--- src/rtl/color_pkg.sv ---
// color_pkg: shared colour codes, averaging FSM states and one-hot helper
package color_pkg;
    typedef enum logic [1:0] {
        COLOR_NONE  = 2'd0,
        COLOR_RED   = 2'd1,
        COLOR_GREEN = 2'd2,
        COLOR_BLUE  = 2'd3
    } color_t;
    typedef enum logic [1:0] {S_ACC, S_AVG, S_CLS, S_UPD} state_t;
    // returned as {b, g, r}
    function automatic logic [2:0] code2onehot(color_t c);
        return c == COLOR_RED ? 3'b001 : c == COLOR_GREEN ? 3'b010 : c == COLOR_BLUE ? 3'b100 : 3'b000;
    endfunction
endpackage

--- src/rtl/color_filter_if.sv ---
// color_filter_if: raw reading strobe in, debounced colour decision and block averages out
interface color_filter_if;
    logic        data_vld;
    logic [23:0] data_r, data_g, data_b;
    logic        r_valid, g_valid, b_valid;
    logic [1:0]  color_code;
    logic        color_chg;
    logic [23:0] avg_r, avg_g, avg_b;
    modport master (
        output data_vld, data_r, data_g, data_b,
        input  r_valid, g_valid, b_valid, color_code, color_chg, avg_r, avg_g, avg_b
    );
    modport slave (
        input  data_vld, data_r, data_g, data_b,
        output r_valid, g_valid, b_valid, color_code, color_chg, avg_r, avg_g, avg_b
    );
endinterface

--- src/rtl/color_debounce.sv ---
// color_debounce: needs STABLE_CNT identical block classes in a row before moving the one-hot outputs
module color_debounce
    import color_pkg::*;
#(
    parameter int STABLE_CNT = 3
) (
    input  logic       i2c_clk,
    input  logic       sys_rst_n,
    input  logic       upd,
    input  color_t     cls,
    output logic       r_valid,
    output logic       g_valid,
    output logic       b_valid,
    output logic [1:0] color_code,
    output logic       color_chg
);
    color_t     cand;
    logic [3:0] stab, stab_n;

    assign stab_n = cls != cand ? 4'd1 : stab == 4'(STABLE_CNT) ? stab : stab + 4'd1;

    always_ff @(posedge i2c_clk or negedge sys_rst_n) begin
        if (!sys_rst_n) begin
            cand                        <= COLOR_NONE;
            stab                        <= '0;
            {b_valid, g_valid, r_valid} <= '0;
            color_code                  <= '0;
            color_chg                   <= 1'b0;
        end else begin
            color_chg <= 1'b0;
            if (upd) begin
                cand <= cls;
                stab <= stab_n;
                if (stab_n == 4'(STABLE_CNT) && cls != color_code) begin
                    {b_valid, g_valid, r_valid} <= code2onehot(cls);
                    color_code                  <= cls;
                    color_chg                   <= 1'b1;
                end
            end
        end
    end
endmodule

--- src/rtl/color_filter.sv ---
// color_filter: block-averages R/G/B readings, classifies channel dominance, debounces the colour outputs.
// Define COLOR_FILT_DARK_EN to force averages whose channel sum is below DARK_THR to no colour.
module color_filter
    import color_pkg::*;
#(
    parameter int          AVG_SHIFT  = 2,
    parameter int          STABLE_CNT = 3,
    parameter logic [25:0] DARK_THR   = 26'd300
) (
    input logic           i2c_clk,
    input logic           sys_rst_n,
    color_filter_if.slave bus
);
    localparam int AW = 24 + AVG_SHIFT;

    state_t               state;
    logic [AW-1:0]        acc_r, acc_g, acc_b;
    logic [AVG_SHIFT-1:0] cnt;
    logic [23:0]          avg_r, avg_g, avg_b;
    color_t               cls, cls_d, dom;

    assign dom = {1'b0, avg_r} > {1'b0, avg_g} + {1'b0, avg_b} ? COLOR_RED   :
                 {1'b0, avg_g} > {1'b0, avg_r} + {1'b0, avg_b} ? COLOR_GREEN :
                 {1'b0, avg_b} > {1'b0, avg_r} + {1'b0, avg_g} ? COLOR_BLUE  : COLOR_NONE;
`ifdef COLOR_FILT_DARK_EN
    logic [25:0] bright;
    assign bright = {2'b0, avg_r} + {2'b0, avg_g} + {2'b0, avg_b};
    assign cls_d  = bright < DARK_THR ? COLOR_NONE : dom;
`else
    logic unused_dark;
    assign unused_dark = ^DARK_THR;
    assign cls_d       = dom;
`endif

    always_ff @(posedge i2c_clk or negedge sys_rst_n) begin
        if (!sys_rst_n) begin
            state                 <= S_ACC;
            {acc_r, acc_g, acc_b} <= '0;
            cnt                   <= '0;
            {avg_r, avg_g, avg_b} <= '0;
            cls                   <= COLOR_NONE;
        end else begin
            case (state)
                S_ACC: if (bus.data_vld) begin
                    acc_r <= acc_r + AW'(bus.data_r);
                    acc_g <= acc_g + AW'(bus.data_g);
                    acc_b <= acc_b + AW'(bus.data_b);
                    cnt   <= cnt + AVG_SHIFT'(1);
                    if (&cnt) state <= S_AVG;
                end
                S_AVG: begin
                    avg_r                 <= acc_r[AW-1:AVG_SHIFT];
                    avg_g                 <= acc_g[AW-1:AVG_SHIFT];
                    avg_b                 <= acc_b[AW-1:AVG_SHIFT];
                    {acc_r, acc_g, acc_b} <= '0;
                    cnt                   <= '0;
                    state                 <= S_CLS;
                end
                S_CLS: begin
                    cls   <= cls_d;
                    state <= S_UPD;
                end
                default: state <= S_ACC;
            endcase
        end
    end

    assign bus.avg_r = avg_r;
    assign bus.avg_g = avg_g;
    assign bus.avg_b = avg_b;

    color_debounce #(.STABLE_CNT(STABLE_CNT)) u_debounce (
        .i2c_clk    (i2c_clk),
        .sys_rst_n  (sys_rst_n),
        .upd        (state == S_UPD),
        .cls        (cls),
        .r_valid    (bus.r_valid),
        .g_valid    (bus.g_valid),
        .b_valid    (bus.b_valid),
        .color_code (bus.color_code),
        .color_chg  (bus.color_chg)
    );
endmodule

--- src/flat_wrapper.sv ---
// flat-port wrapper written by rule: the top's interface ports become plain ports
module color_filter_flat import color_pkg::*;
#(
    parameter int          AVG_SHIFT  = 2,
    parameter int          STABLE_CNT = 3,
    parameter logic [25:0] DARK_THR   = 26'd300
)
  (i2c_clk, sys_rst_n, bus_data_vld, bus_data_r, bus_data_g, bus_data_b, bus_r_valid, bus_g_valid, bus_b_valid, bus_color_code, bus_color_chg, bus_avg_r, bus_avg_g, bus_avg_b);
  color_filter_if bus_i ();
  input logic i2c_clk;
  input logic sys_rst_n;
  input wire logic [$bits(bus_i.data_vld)-1:0] bus_data_vld;
  input wire logic [$bits(bus_i.data_r)-1:0] bus_data_r;
  input wire logic [$bits(bus_i.data_g)-1:0] bus_data_g;
  input wire logic [$bits(bus_i.data_b)-1:0] bus_data_b;
  output wire logic [$bits(bus_i.r_valid)-1:0] bus_r_valid;
  output wire logic [$bits(bus_i.g_valid)-1:0] bus_g_valid;
  output wire logic [$bits(bus_i.b_valid)-1:0] bus_b_valid;
  output wire logic [$bits(bus_i.color_code)-1:0] bus_color_code;
  output wire logic [$bits(bus_i.color_chg)-1:0] bus_color_chg;
  output wire logic [$bits(bus_i.avg_r)-1:0] bus_avg_r;
  output wire logic [$bits(bus_i.avg_g)-1:0] bus_avg_g;
  output wire logic [$bits(bus_i.avg_b)-1:0] bus_avg_b;
  assign bus_i.data_vld = bus_data_vld;
  assign bus_i.data_r = bus_data_r;
  assign bus_i.data_g = bus_data_g;
  assign bus_i.data_b = bus_data_b;
  assign bus_r_valid = bus_i.r_valid;
  assign bus_g_valid = bus_i.g_valid;
  assign bus_b_valid = bus_i.b_valid;
  assign bus_color_code = bus_i.color_code;
  assign bus_color_chg = bus_i.color_chg;
  assign bus_avg_r = bus_i.avg_r;
  assign bus_avg_g = bus_i.avg_g;
  assign bus_avg_b = bus_i.avg_b;
  color_filter #(.AVG_SHIFT(AVG_SHIFT), .STABLE_CNT(STABLE_CNT), .DARK_THR(DARK_THR)) u_core (.i2c_clk(i2c_clk), .sys_rst_n(sys_rst_n), .bus(bus_i));
endmodule
--- config.mk ---
export PLATFORM = sky130hd
export DESIGN_NAME = color_filter_flat
export DESIGN_NICKNAME = d
export VERILOG_FILES = /design/src/rtl/color_pkg.sv /design/src/rtl/color_filter_if.sv /design/src/rtl/color_debounce.sv /design/src/rtl/color_filter.sv /design/src/flat_wrapper.sv
export SDC_FILE = /design/constraint.sdc
export NUM_CORES = 1
export LEC_CHECK = 0
export CORE_ASPECT_RATIO = 1.5
export CORE_MARGIN = 10
export CORE_UTILIZATION = 53
export DETAILED_ROUTE_END_ITERATION = 10
export GPL_ROUTABILITY_DRIVEN = 0
export PLACE_DENSITY = 0.78
export SYNTH_ARGS = -nofsm -noshare
export SYNTH_HDL_FRONTEND = slang
export SYNTH_SLANG_ARGS = --single-unit
--- constraint.sdc ---
create_clock -name i2c_clk -period 3.8 [get_ports i2c_clk]
set_input_delay 0.95 -clock i2c_clk [delete_from_list [all_inputs] [get_ports i2c_clk]]
set_output_delay 0.95 -clock i2c_clk [all_outputs]
set_load 0.03 [all_outputs]
Yosys cells after proc, flatten, opt, wreduce, memory -nomap -nowiden. Cells that the tools add are included. Widths: inputs -> output; s select.

Flip-flop bits (word level): 168. Output and inout port bits: 78. Memory bits (writable): 0. Logic and storage cells: 67. Memory bits (read-only): 0. Memories kept: 0. Bits of input ports: 75. Latch bits: 0.

Bitwise gates (word level): 0. $add $sub $neg: 8. Order comparisons: 3. Eq/ne operators: 12. Mux-type cells: 21. Divide/modulo/power cells: 0. Reductions and logical operators: 7. Multiply operators: 0. Shifts and indexed selects: 0.

Operators by type and width (number): $pmux 26 s2 (3); $add 26x24->26 (3); $mux 26 (3); $add 24x24->25 (3); $gt 24x25->1 (3); $mux 2 (6); $mux 3 (3); $eq 2x2->1 const B (4); $eq 4x2->1 const B (2); $mux 4 (2); $reduce_and 2->1 (4); $pmux 2 s3 (1); $add 4x1->4 const B (1); $eq 2x1->1 const B (2); $ne 2x2->1 (2); $pmux 2 s2 (1); $add 2x1->2 const B (1); $logic_not 2->1 (1); $mux 1 (2); $ne 2x1->1 const B (1); $ne 2x2->1 const B (1); $reduce_bool 2->1 (1); $logic_and 1x1->1 (1).

Logic depth before layout (Yosys ltp). Gate-level depths: netlist of the first run.

Depth after elaboration: 7. Mapped depth: 21.

By module. Synthesis of the first run repeated with hierarchy kept, for this count alone.

Cell total of the unflattened synthesis: 1572. Area, all modules: 14690.3 sq um.

Modules (own cells, without submodules): color_filter (area each 14032.2 sq um, seq. area each 3903.7 sq um, instances 1, cells an instance 1519); color_debounce (area each 658.1 sq um, seq. area each 300.3 sq um, instances 1, cells an instance 53).

Worst setup path after synthesis of the first run. OpenSTA, ideal clock, no wires.

Kind: register to register. Start: reg u_core.avg_g[0] (netlist: u_core.bus.avg_g[0]). End: reg u_core.cls[0]. Cell stages (with the launch flop): 20. Setup slack: -276 ps. Library setup time: 126 ps. Data arrival time: 3950 ps. Path buffers: 0. Required time: 3674 ps. Cell sequence: dfrtp_1 -> ha_1 -> fa_1 -> a21o_1 -> a21oi_1 -> or4_1 -> a311oi_2 -> o21bai_1 -> nand2_1 -> a21o_1 -> a21oi_1 -> xor2_1 -> ha_1 -> a21o_1 -> a21o_1 -> a21oi_1 -> o21ai_0 -> o31a_1 -> and2_1 -> a221o_1.

Longest elaborated chain between the ends: 5.

Ends and longest elaborated chain: from (decl) (RTL line color_filter.sv:19) `logic [23:0] avg_r, avg_g, avg_b;`; from (signal assigned) (RTL line color_filter.sv:53) `avg_g <= acc_g[AW-1:AVG_SHIFT];`; $add 24x24->25 (RTL line color_filter.sv:24) `{1'b0, avg_b} > {1'b0, avg_r} + {1'b0, avg_g} ? COLOR_BLUE : COLOR_NONE;`; $gt 24x25->1 (RTL line color_filter.sv:24); $mux 2 (RTL line color_filter.sv:24); $mux 2 (RTL line color_filter.sv:23) `{1'b0, avg_g} > {1'b0, avg_r} + {1'b0, avg_b} ? COLOR_GREEN :`; $mux 2 (*) (RTL line color_filter.sv:22) `assign dom = {1'b0, avg_r} > {1'b0, avg_g} + {1'b0, avg_b} ? COLOR_RED :`; to (signal assigned) (RTL line color_filter.sv:60) `cls <= cls_d;`; to (decl) (RTL line color_filter.sv:20) `color_t cls, cls_d, dom;`.

Mark *: on every way between the ends. The rest lies on a longest branch, timed or not. A chain may end at the register's enable or synchronous reset.

Worst setup path in the final report of the first run. Ends and elaborated chain as after synthesis.

==> results of run 1 <==
==> timing repair <==
| item | 4_1_cts | 5_1_grt |
|---|---|---|
| gates cloned | 0 | 0 |
| pin swaps | 20 | 39 |
| resized for setup | 13 | 42 |
| endpoints found under the setup margin | 2 | 2 |
| buffers inserted | 5 | 10 |
==> metrics by stage <==
| stage | utilization | setup slack, ns |
|---|---|---|
| after detailed placement | 0.6543 | -0.3277 |
| after global placement | 0.6543 | -0.2536 |
| after floorplan | - | -0.02291 |
| after CTS | 0.6814 | -0.2687 |
| after global routing | 0.6905 | -0.4397 |
| final | 0.6905 | -0.3153 |
==> final cells by class <==
cell class / count / area (µm²)
Clock inverter: 14 / 187.7
Fill cell: 2044 / 8255
Inverter: 48 / 180.2
Clock buffer: 18 / 429.2
Multi-Input combinational cell: 1308 / 10230
Tap cell: 337 / 421.7
Sequential cell: 168 / 4217
Timing Repair Buffer: 312 / 2749
==> worst max path at each step <==
stage	start	end	depth (start not counted)
global route	u_core.bus.avg_g[0]	u_core.cls[0]	18
finish	u_core.bus.avg_g[0]	u_core.cls[0]	20
floorplan	u_core.bus.avg_r[0]	u_core.cls[0]	19
CTS	u_core.bus.avg_r[0]	u_core.cls[0]	20
detailed placement	u_core.bus.avg_b[0]	u_core.cls[0]	19
global placement	u_core.bus.avg_b[0]	u_core.cls[0]	19
==> state kept, by name (all words and copies together), names as in the netlist <==
| register | count |
|---|---|
| u_core.state | 2 |
| u_core.bus.avg_g | 24 |
| u_core.bus.avg_r | 24 |
| u_core.acc_r | 26 |
| u_core.u_debounce.cand | 2 |
| u_core.u_debounce.stab | 4 |
| u_core.u_debounce.color_chg | 1 |
| u_core.acc_b | 26 |
| u_core.cnt | 2 |
| u_core.u_debounce.g_valid | 1 |
| u_core.bus.avg_b | 24 |
| u_core.u_debounce.color_code | 2 |
| u_core.u_debounce.b_valid | 1 |
| u_core.u_debounce.r_valid | 1 |
| u_core.acc_g | 26 |
| u_core.cls | 2 |
==> per-layer routing <==
metal	vias to the layer above	GRT usage	routed length, µm
li1	6413	-	-
met1	6444	0.2704	16660
met2	482	0.4403	22590
met3	177	0.04504	2462
met4	0	0.1718	3314
met5	-	0	0
==> synthesized netlist by cell type, drive strengths merged, types with 7 or more instances <==
| cell type | number | share of area |
|---|---|---|
| ha | 222 | 0.19 |
| dfrtp | 168 | 0.29 |
| o21ai | 147 | 0.051 |
| nand2 | 128 | 0.033 |
| a21oi | 127 | 0.045 |
| a21o | 80 | 0.042 |
| nor2 | 74 | 0.019 |
| mux2 | 73 | 0.057 |
| xnor2 | 60 | 0.037 |
| xor2 | 59 | 0.036 |
| inv | 48 | 0.013 |
| nand3 | 36 | 0.013 |
| clkbuf | 29 | 0.0076 |
| nand2b | 22 | 0.0096 |
| o21bai | 21 | 0.011 |
| nor3 | 18 | 0.0063 |
| o21a | 18 | 0.0094 |
| a211oi | 17 | 0.0096 |
| a22o | 16 | 0.0097 |
| nand4 | 15 | 0.0065 |
| a31oi | 14 | 0.0071 |
| or3 | 14 | 0.0064 |
| nor2b | 12 | 0.0052 |
| and2 | 11 | 0.0048 |
| and3 | 11 | 0.0048 |
| o31ai | 11 | 0.0057 |
| a211o | 7 | 0.0043 |
| nor4 | 7 | 0.0030 |
==> cell families after synthesis <==
logic type,count (synthesis)
mux,75
xor+xnor,119
compound gates,518
buf+inv,77
flops,168
simple gates,368
fa+ha+maj,228
==> impl_metrics.json, run 1 <==
{
  "status": "finished, violations left",
  "violations": "negative setup slack",
  "port-buffer-count": 152,
  "rr_worst_depth": 20,
  "hold_viol": 0,
  "antenna_found_initial": 0,
  "path_cells": "ha_4, fa_2, a21o_1, a21oi_2, buf_4, or4_4, a311oi_4, o21bai_1, nand2_1, a21o_1, a21oi_2, xor2_1, ha_1, a21o_1, a21o_1, a21oi_2, o21ai_1, o31a_1, and2_1, a221o_1",
  "synth_top_family_by_area": "compound AO/OA/AOI/OAI gates",
  "cts_root_buf": "clkbuf_16",
  "worst_r2r_endpoint": "u_core.cls[0]",
  "finalSetupViolCount": 2,
  "vias": 13520,
  "max_freq_mhz": 243.0,
  "cts_htree_levels": 4,
  "fin_crit_sh": 1.083,
  "boundaryPins": 153,
  "post_dp_cell_area_um2": 17450,
  "slew_violations": 0,
  "crit_path_start_kind": "register",
  "tritoncts": "done",
  "syn_avg_cell_area_um2": 9.268,
  "synth_cells": 1553,
  "criticalPathCategory": "register to register",
  "cts.reportedPaths.clkPinSlew_ns": 0.07,
  "clock_latency_ns": 0.45,
  "dr.pass1.iters": 5,
  "synthToLayoutAreaGrowth_pct": 27.95,
  "syn_nets": 1856,
  "synth_area_um2": 14390,
  "die_h_um": 221.8,
  "drtIter0Drc": 805,
  "tns_ns": -0.4577,
  "drt-total-wl_um": 45030,
  "grt_usage": 0.2528,
  "die_area_um2": 34280,
  "worstPathRequired_ns": 4.13,
  "synth_fa_ha_area_frac": 0.2013,
  "cts_buffer_depth": 2,
  "holdWs_ns": 0.4837,
  "final_cell_mix": "ha_1, buf_4, dfrtp_1",
  "synthSimpleGateAreaFrac": 0.1234,
  "synth_compound_area_frac": 0.2322,
  "slowest_stage": "or4_4",
  "rsz0062_at_grt": "true",
  "final_nets": 2158,
  "synth_mux_area_frac": 0.05851,
  "yosys.cell_types.count": 69,
  "initial_core_util": 0.5396,
  "fin_crit_ns": 4.115,
  "postCtsHoldBufs": 0,
  "dp_hpwl_um": 34980,
  "routedWlPerCell_um": 20.42,
  "final_cells": 2205,
  "dieWidth_um": 154.6,
  "tightest_slew_ns": 0.7115,
  "crit_family": "compound AO/OA/AOI/OAI gates",
  "drc": 0,
  "setup_ws_ns": -0.3153,
  "final_common_cell": "ha_1",
  "numCtsBuffers": 17,
  "yosysSeqAreaShare": 0.2921,
  "clock_skew_ns": 0.01153,
  "cap_violations": 0,
  "grt_max_degree": 78,
  "cts_num_sinks": 168,
  "asyncSetResetFlopFracSynth": 1.000,
  "r2r_start": "u_core.bus.avg_g[0]",
  "drive_gt1_frac": 0.1842,
  "design.core.area_um2": 26670,
  "hold_class": "input port to async pin",
  "r2r_setup_slack_ns": -0.32,
  "drtAntennaViolNets": 0,
  "synth_enable_flop_cells": 0,
  "viasPerCell": 6.130,
  "cp.arrival_ns": 4.44,
  "antenna-diode-count": 0,
  "design_area_um2": 18420,
  "critPathBufInv": 1,
  "synthFlopType": "dfrtp_1",
  "num_rows": 73,
  "overflow": 0,
  "critPathMaxFanout": 3,
  "synth-xor-area-share": 0.07242,
  "end_kind": "register",
  "cp_common_cell": "a21o_1",
  "dp.cells": 2158,
  "max_stage_delay_ns": 0.44,
  "yosysWarnings": 0,
  "maxSlewHeadroom": 0.5257,
  "ys_seq_elements": 168,
  "grt_pass1_vias": 13770,
  "grt_pass1_wl_um": 70320
}
Power of run 1 is left out: the tool's default activity adds up to more than one toggle a clock period on the data nets, which glitch-free logic cannot reach.
==> run 2, diff against run 1 <==
- GPL_TIMING_DRIVEN: unset -> 1
==> results of run 2 <==
Final layout, timing and power as in run 1 (identical DEF).
Power of run 2 is left out for the same reason.
